$ cat src/rtl/ram_rw_resp.sv
// rtl/ram_rw_resp.sv - single-outstanding ram_rw_* responder driving a RAMHelper-style memory
// Optional RAM_RW_ERR_EN adds ram_rw_err_o with range/alignment checking at acceptance.
module ram_rw_resp #(
  parameter logic [63:0] BASE_ADDR   = 64'h8000_0000,
  parameter int unsigned IDX_W       = 16,
  parameter int unsigned WAIT_CYCLES = 0
) (
  input  logic             clock,
  input  logic             reset,
  input  logic             ram_rw_cen_i,
  input  logic             ram_rw_wen_i,
  input  logic [63:0]      ram_rw_addr_i,
  input  logic [63:0]      ram_rw_wdata_i,
  input  logic [7:0]       ram_rw_wmask_i,
  input  logic [2:0]       ram_rw_size_i,
  output logic             ram_rw_ready_o,
  output logic [63:0]      ram_rw_data_o,
`ifdef RAM_RW_ERR_EN
  output logic             ram_rw_err_o,
`endif
  output logic             mem_en_o,
  output logic             mem_wen_o,
  output logic [IDX_W-1:0] mem_idx_o,
  output logic [63:0]      mem_wdata_o,
  output logic [63:0]      mem_wmask_o,
  input  logic [63:0]      mem_rdata_i
);

  typedef enum logic [1:0] {S_IDLE, S_ACCESS, S_WAIT, S_RESP} state_t;

  localparam logic [3:0] WAIT_INIT = 4'(WAIT_CYCLES);

  state_t      state;
  logic        wen_q;
  logic        err_q;
  logic [3:0]  cnt;
  logic [63:0] data_q;
  logic [63:0] word_off;
  logic [63:0] wmask_bits;
  logic [63:0] rd_word;
  logic        req_err;

  always_comb begin
    word_off   = (ram_rw_addr_i - BASE_ADDR) >> 3;
    wmask_bits = '0;
    for (int i = 0; i < 8; i++) begin
      wmask_bits[i*8 +: 8] = {8{ram_rw_wmask_i[i]}};
    end
  end

  // Memory data is only valid in the first WAIT cycle; later cycles reuse the capture.
  assign rd_word = (cnt == WAIT_INIT) ? mem_rdata_i : data_q;

`ifdef RAM_RW_ERR_EN
  always_comb begin
    req_err = 1'b0;
    if (ram_rw_addr_i < BASE_ADDR) req_err = 1'b1;
    if ((word_off >> IDX_W) != 64'd0) req_err = 1'b1;
    case (ram_rw_size_i)
      3'd0:    ;
      3'd1:    if (ram_rw_addr_i[0] != 1'b0) req_err = 1'b1;
      3'd2:    if (ram_rw_addr_i[1:0] != 2'd0) req_err = 1'b1;
      3'd3:    if (ram_rw_addr_i[2:0] != 3'd0) req_err = 1'b1;
      default: req_err = 1'b1;
    endcase
  end
`else
  logic unused_bits;
  assign req_err     = 1'b0;
  assign unused_bits = ^{ram_rw_size_i, word_off[63:IDX_W]};
`endif

  always_ff @(posedge clock) begin
    if (reset) begin
      state          <= S_IDLE;
      wen_q          <= 1'b0;
      err_q          <= 1'b0;
      cnt            <= 4'd0;
      data_q         <= 64'd0;
      ram_rw_ready_o <= 1'b0;
      ram_rw_data_o  <= 64'd0;
      mem_en_o       <= 1'b0;
      mem_wen_o      <= 1'b0;
      mem_idx_o      <= '0;
      mem_wdata_o    <= 64'd0;
      mem_wmask_o    <= 64'd0;
`ifdef RAM_RW_ERR_EN
      ram_rw_err_o   <= 1'b0;
`endif
    end else begin
      ram_rw_ready_o <= 1'b0;
      ram_rw_data_o  <= 64'd0;
      mem_en_o       <= 1'b0;
      mem_wen_o      <= 1'b0;
      mem_idx_o      <= '0;
      mem_wdata_o    <= 64'd0;
      mem_wmask_o    <= 64'd0;
`ifdef RAM_RW_ERR_EN
      ram_rw_err_o   <= 1'b0;
`endif
      case (state)
        S_IDLE: begin
          if (ram_rw_cen_i) begin
            // ACCESS-cycle memory outputs are registered here so they hold the latched request.
            wen_q <= ram_rw_wen_i;
            err_q <= req_err;
            state <= S_ACCESS;
            if (!req_err) begin
              mem_en_o    <= 1'b1;
              mem_wen_o   <= ram_rw_wen_i;
              mem_idx_o   <= word_off[IDX_W-1:0];
              mem_wdata_o <= ram_rw_wdata_i;
              mem_wmask_o <= wmask_bits;
            end
          end
        end
        S_ACCESS: begin
          cnt   <= WAIT_INIT;
          state <= S_WAIT;
        end
        S_WAIT: begin
          if (cnt == WAIT_INIT) data_q <= (wen_q || err_q) ? 64'd0 : mem_rdata_i;
          if (cnt == 4'd0) begin
            state          <= S_RESP;
            ram_rw_ready_o <= 1'b1;
            ram_rw_data_o  <= (wen_q || err_q) ? 64'd0 : rd_word;
`ifdef RAM_RW_ERR_EN
            ram_rw_err_o   <= err_q;
`endif
          end else begin
            cnt <= cnt - 4'd1;
          end
        end
        S_RESP: begin
          state <= S_IDLE;
        end
        default: state <= S_IDLE;
      endcase
    end
  end

endmodule
$ cat config.mk
export PLATFORM = sky130hd
export DESIGN_NAME = ram_rw_resp
export DESIGN_NICKNAME = d
export VERILOG_FILES = /design/src/rtl/ram_rw_resp.sv
export SDC_FILE = /design/constraint.sdc
export NUM_CORES = 1
export LEC_CHECK = 0
export CORE_AREA = 2 2 162 164
export CTS_CLUSTER_SIZE = 10
export DETAILED_ROUTE_END_ITERATION = 10
export DIE_AREA = 0 0 164 166
export GPL_ROUTABILITY_DRIVEN = 0
export GPL_TIMING_DRIVEN = 0
export PLACE_DENSITY = 0.57
export SYNTH_ARGS = -nofsm -noshare
export SYNTH_HDL_FRONTEND = slang
export SYNTH_SLANG_ARGS = --single-unit
$ cat constraint.sdc
create_clock -name clock -period 2.2 [get_ports clock]
set_input_delay 0.33 -clock clock [delete_from_list [all_inputs] [get_ports clock]]
set_output_delay 0.33 -clock clock [all_outputs]
set_load 0.02 [all_outputs]
==> summary.md <==
| Metric | Value |
|---|---|
| PwrDens | just under 900 nW/um^2 |
| RSZ-0062 raised after global routing | no |
| DR WL/cell | 13.5 microns |
| Fillcell total | approximately 2600 |
| Fin cells | roughly 1200 |
| Chip width | about 160 microns |
| Port buffer count | around 370 |
| CP Launch Type | register |
| Clk_skew | 13.0 ps |
| Period utilization | 92.5% |
| Largest fanout on the critical path | 8 |
| DR iter-0 viols | 100 |
| Antenna Nets Post-Route | 0 |
| Critical path type | reg -> out |
| Num CTS Buffers | 17 |
| I/O pins | roughly 420 |
| Logic pwr share | 28.0% |
| Sequential fraction of the synthesis area | approximately two thirds |
| FMAX | about 0.5 GHz |
| Worst-Skew Late Latency | about 420 ps |
| Synthesized area | ~5000 sq um |
| Net Count, Synth | around 640 |
| CTS clk-pin slew, worst paths | around 60 ps |
| Req. time, crit path | roughly 1900 ps |
| Initial core utilization | 19.5% |
| Synth top area cells | dfxtp_1, and2_1, buf_4, ha_1, clkbuf_1 |
| Avg Inst Size Synth | 11.6 sq um |
| Most frequent cells after synthesis | dfxtp_1, and2_1, buf_4, clkbuf_1, inv_1 |
| Hold WC Path Type | in -> reg |
| Post-Syn Instances | roughly 430 |
| Worst Path Arrival | 1700 ps |
| Count of cell types in the netlist | 24 |
| Clock buffer depth | 2 |
| MaxCap Viol Count | 0 |
| Cell taking the most area after synthesis | dfxtp_1 |
| Hpwl dp | between 10 and 15 mm |
| CP Capture Type | output port |
| Fin crit period | just over 2000 ps |
| DIE AREA | 27200 sq um |
| Final Setup Violations | 0 |
| GRT Util Overall | approximately 11% |
| Vias/cell | 3.50 |
| Initial antenna violation count | 0 |
| Worst VDD drop | around 0.36 mV |
| Leakage | ~3.8 nW |
| Final setup margin | approximately 170 ps |
| CTS H-tree lvls | 4 |
| Pre-CTS WS | -391 ps |
| Total chip power | 8.61 mW |
| Area of the multi-input gates | 1230 sq um |
| Critical path's top delay family | buffers and inverters |
| Buf+Inv Stages, Crit Path | 2 |
| Area after DPL | around 9100 sq um |
| Vias after detailed routing | 4073 |
| Core area | about 26000 sq um |
| Fin area | slightly below 10000 sq um |
| Area grow syn2layout | 93.5% |
| Pint | approximately 6 mW |
| CTS tree | done |
| Worst path slowest cell | clkdlybuf4s50_1 |
| TritonRoute pass-1 iters | 4 |
| Antenna diodes | 0 |
| Layout cells sized above 1 | about 11% |
| Async set or reset register ratio after synthesis | 0% |
| Fin nets | slightly above 1000 |
| Root Buffer | clkbuf_16 |
| Most used DFF post-synth | dfxtp_1 |
| Switching portion of total power | slightly below 30% |
| Number of core rows | 59 |
| Relative slew slack | roughly 58% |
| Total Wirelength | about 16 mm |
| Max-slew violation total from the final report | 0 |
| Most frequent cell after synthesis | dfxtp_1 |
| Clk sink count | 162 |
| Die Y | between 150 and 200 microns |
| Final-report hold violation count | 0 |
| Post-Place Cells | approximately 1100 |
| First-pass GRT wire length | between 20 and 25 mm |
| Worst path max stage delay | just under 600 ps |
| Worst-path cell chain | buf_4, clkdlybuf4s50_1 |
| Register area | between 3000 and 4000 sq um |
| Yosys warning total | 0 |
| Number of synthesized register bits | about 160 |
| Vias in the first global route | around 4100 |
| Power share of the clock group | 32.7% |
| Sequential share of power | 39.4% |
| Top cell type's share of synthesized area | 65.1% |
| Largest net degree at the start of global routing | 17 |
| Sw power | between 2 and 3 mW |
| Grt ovf | 0 |
| Status | complete, no violations |
| Drt drc | 0 |
| Number of flops mapped to enable cells by yosys | 0 |
| Worst Tran Pin Value | ~620 ps |
[layout make-up]
cell class	count	share of cell area, %
Tap cell	335	4.35
Sequential cell	162	33.6
Timing Repair Buffer	368	38.2
Multi-Input combinational cell	188	12.8
Clock inverter	12	1.02
Buffer	73	5.06
Clock buffer	19	4.70
Inverter	6	0.233
[power by group through the flow]
stage                     clock [mW]  sequential (mW)  combinational (mW)
after floorplan                    0             3.84               0.751
after global placement             0             3.45                2.42
after detailed placement           0             3.46                2.42
after CTS                       2.93             3.39                2.46
after global routing            3.06             3.42                2.60
final                           2.81             3.39                2.41
[worst register-to-register path, cell delays in order (launching register included)]
cell and delay, ps:
dfxtp_1 330, inv_1 110, ha_1 190, nand3b_1 180
nor4_4 330, buf_12 170, clkbuf_1 320, and2_1 220
[placed cells by master, fill, tap and decap left out, drive strengths merged, types with 3 or more instances in the layout]
cell type / count
ha: 5
a21oi: 3
buf: 60
inv: 11
dfxtp: 162
clkdlybuf4s50: 365
nor2: 4
clkinvlp: 4
nand2: 4
clkinv: 3
clkbuf: 35
and2: 153
[logic make-up after synthesis]
logic type | synth area share (%)
buffers and inverters | 10.2
multiplexers | 0.402
AND/OR/NAND/NOR | 21.5
AO/OA/AOI/OAI | 1.56
flip-flops | 65.1
adder cells (fa/ha/maj) | 1.26
[per-stage QoR]
step	TNS [ps]	util (%)	hold WS [ps]
final	0	37.7	175
after global routing	0	37.7	178
after CTS	0	37.7	148
after detailed placement	-26070	35.4	480
after global placement	-24750	35.4	469
after floorplan	0	-	451
[path summary, 6_finish.rpt]
kind,cells after the start,start,slack [ps],end
hold / removal,2,reset,170,wen_q
setup / recovery,2,mem_wmask_o[23],170,mem_wmask_o[17]
setup reg to reg,7,state[0],290,ram_rw_data_o[7]
hold reg to reg,2,state[1],490,state[1]
[registers in the layout, indices dropped and copies added (netlist names)]
signal / flops
cnt: 4
mem_en_o: 1
mem_idx_o: 16
mem_wdata_o: 64
mem_wen_o: 1
mem_wmask_o: 8
ram_rw_data_o: 64
ram_rw_ready_o: 1
state: 2
wen_q: 1
[layer usage]
metal / routed length (microns) / GRT usage, %
met4: 141 / 3.20
met1: 6000 / 12.2
met5: 0 / 0
met3: 1940 / 5.74
met2: 7590 / 19.7
[what timing repair did]
item,4_1_cts,5_1_grt
buffers inserted,3,0
hold buffers,0,0
endpoints found under the setup margin,91,0
gates resized for setup,1,0
No activity file was read; power rests on OpenSTA's default activity.
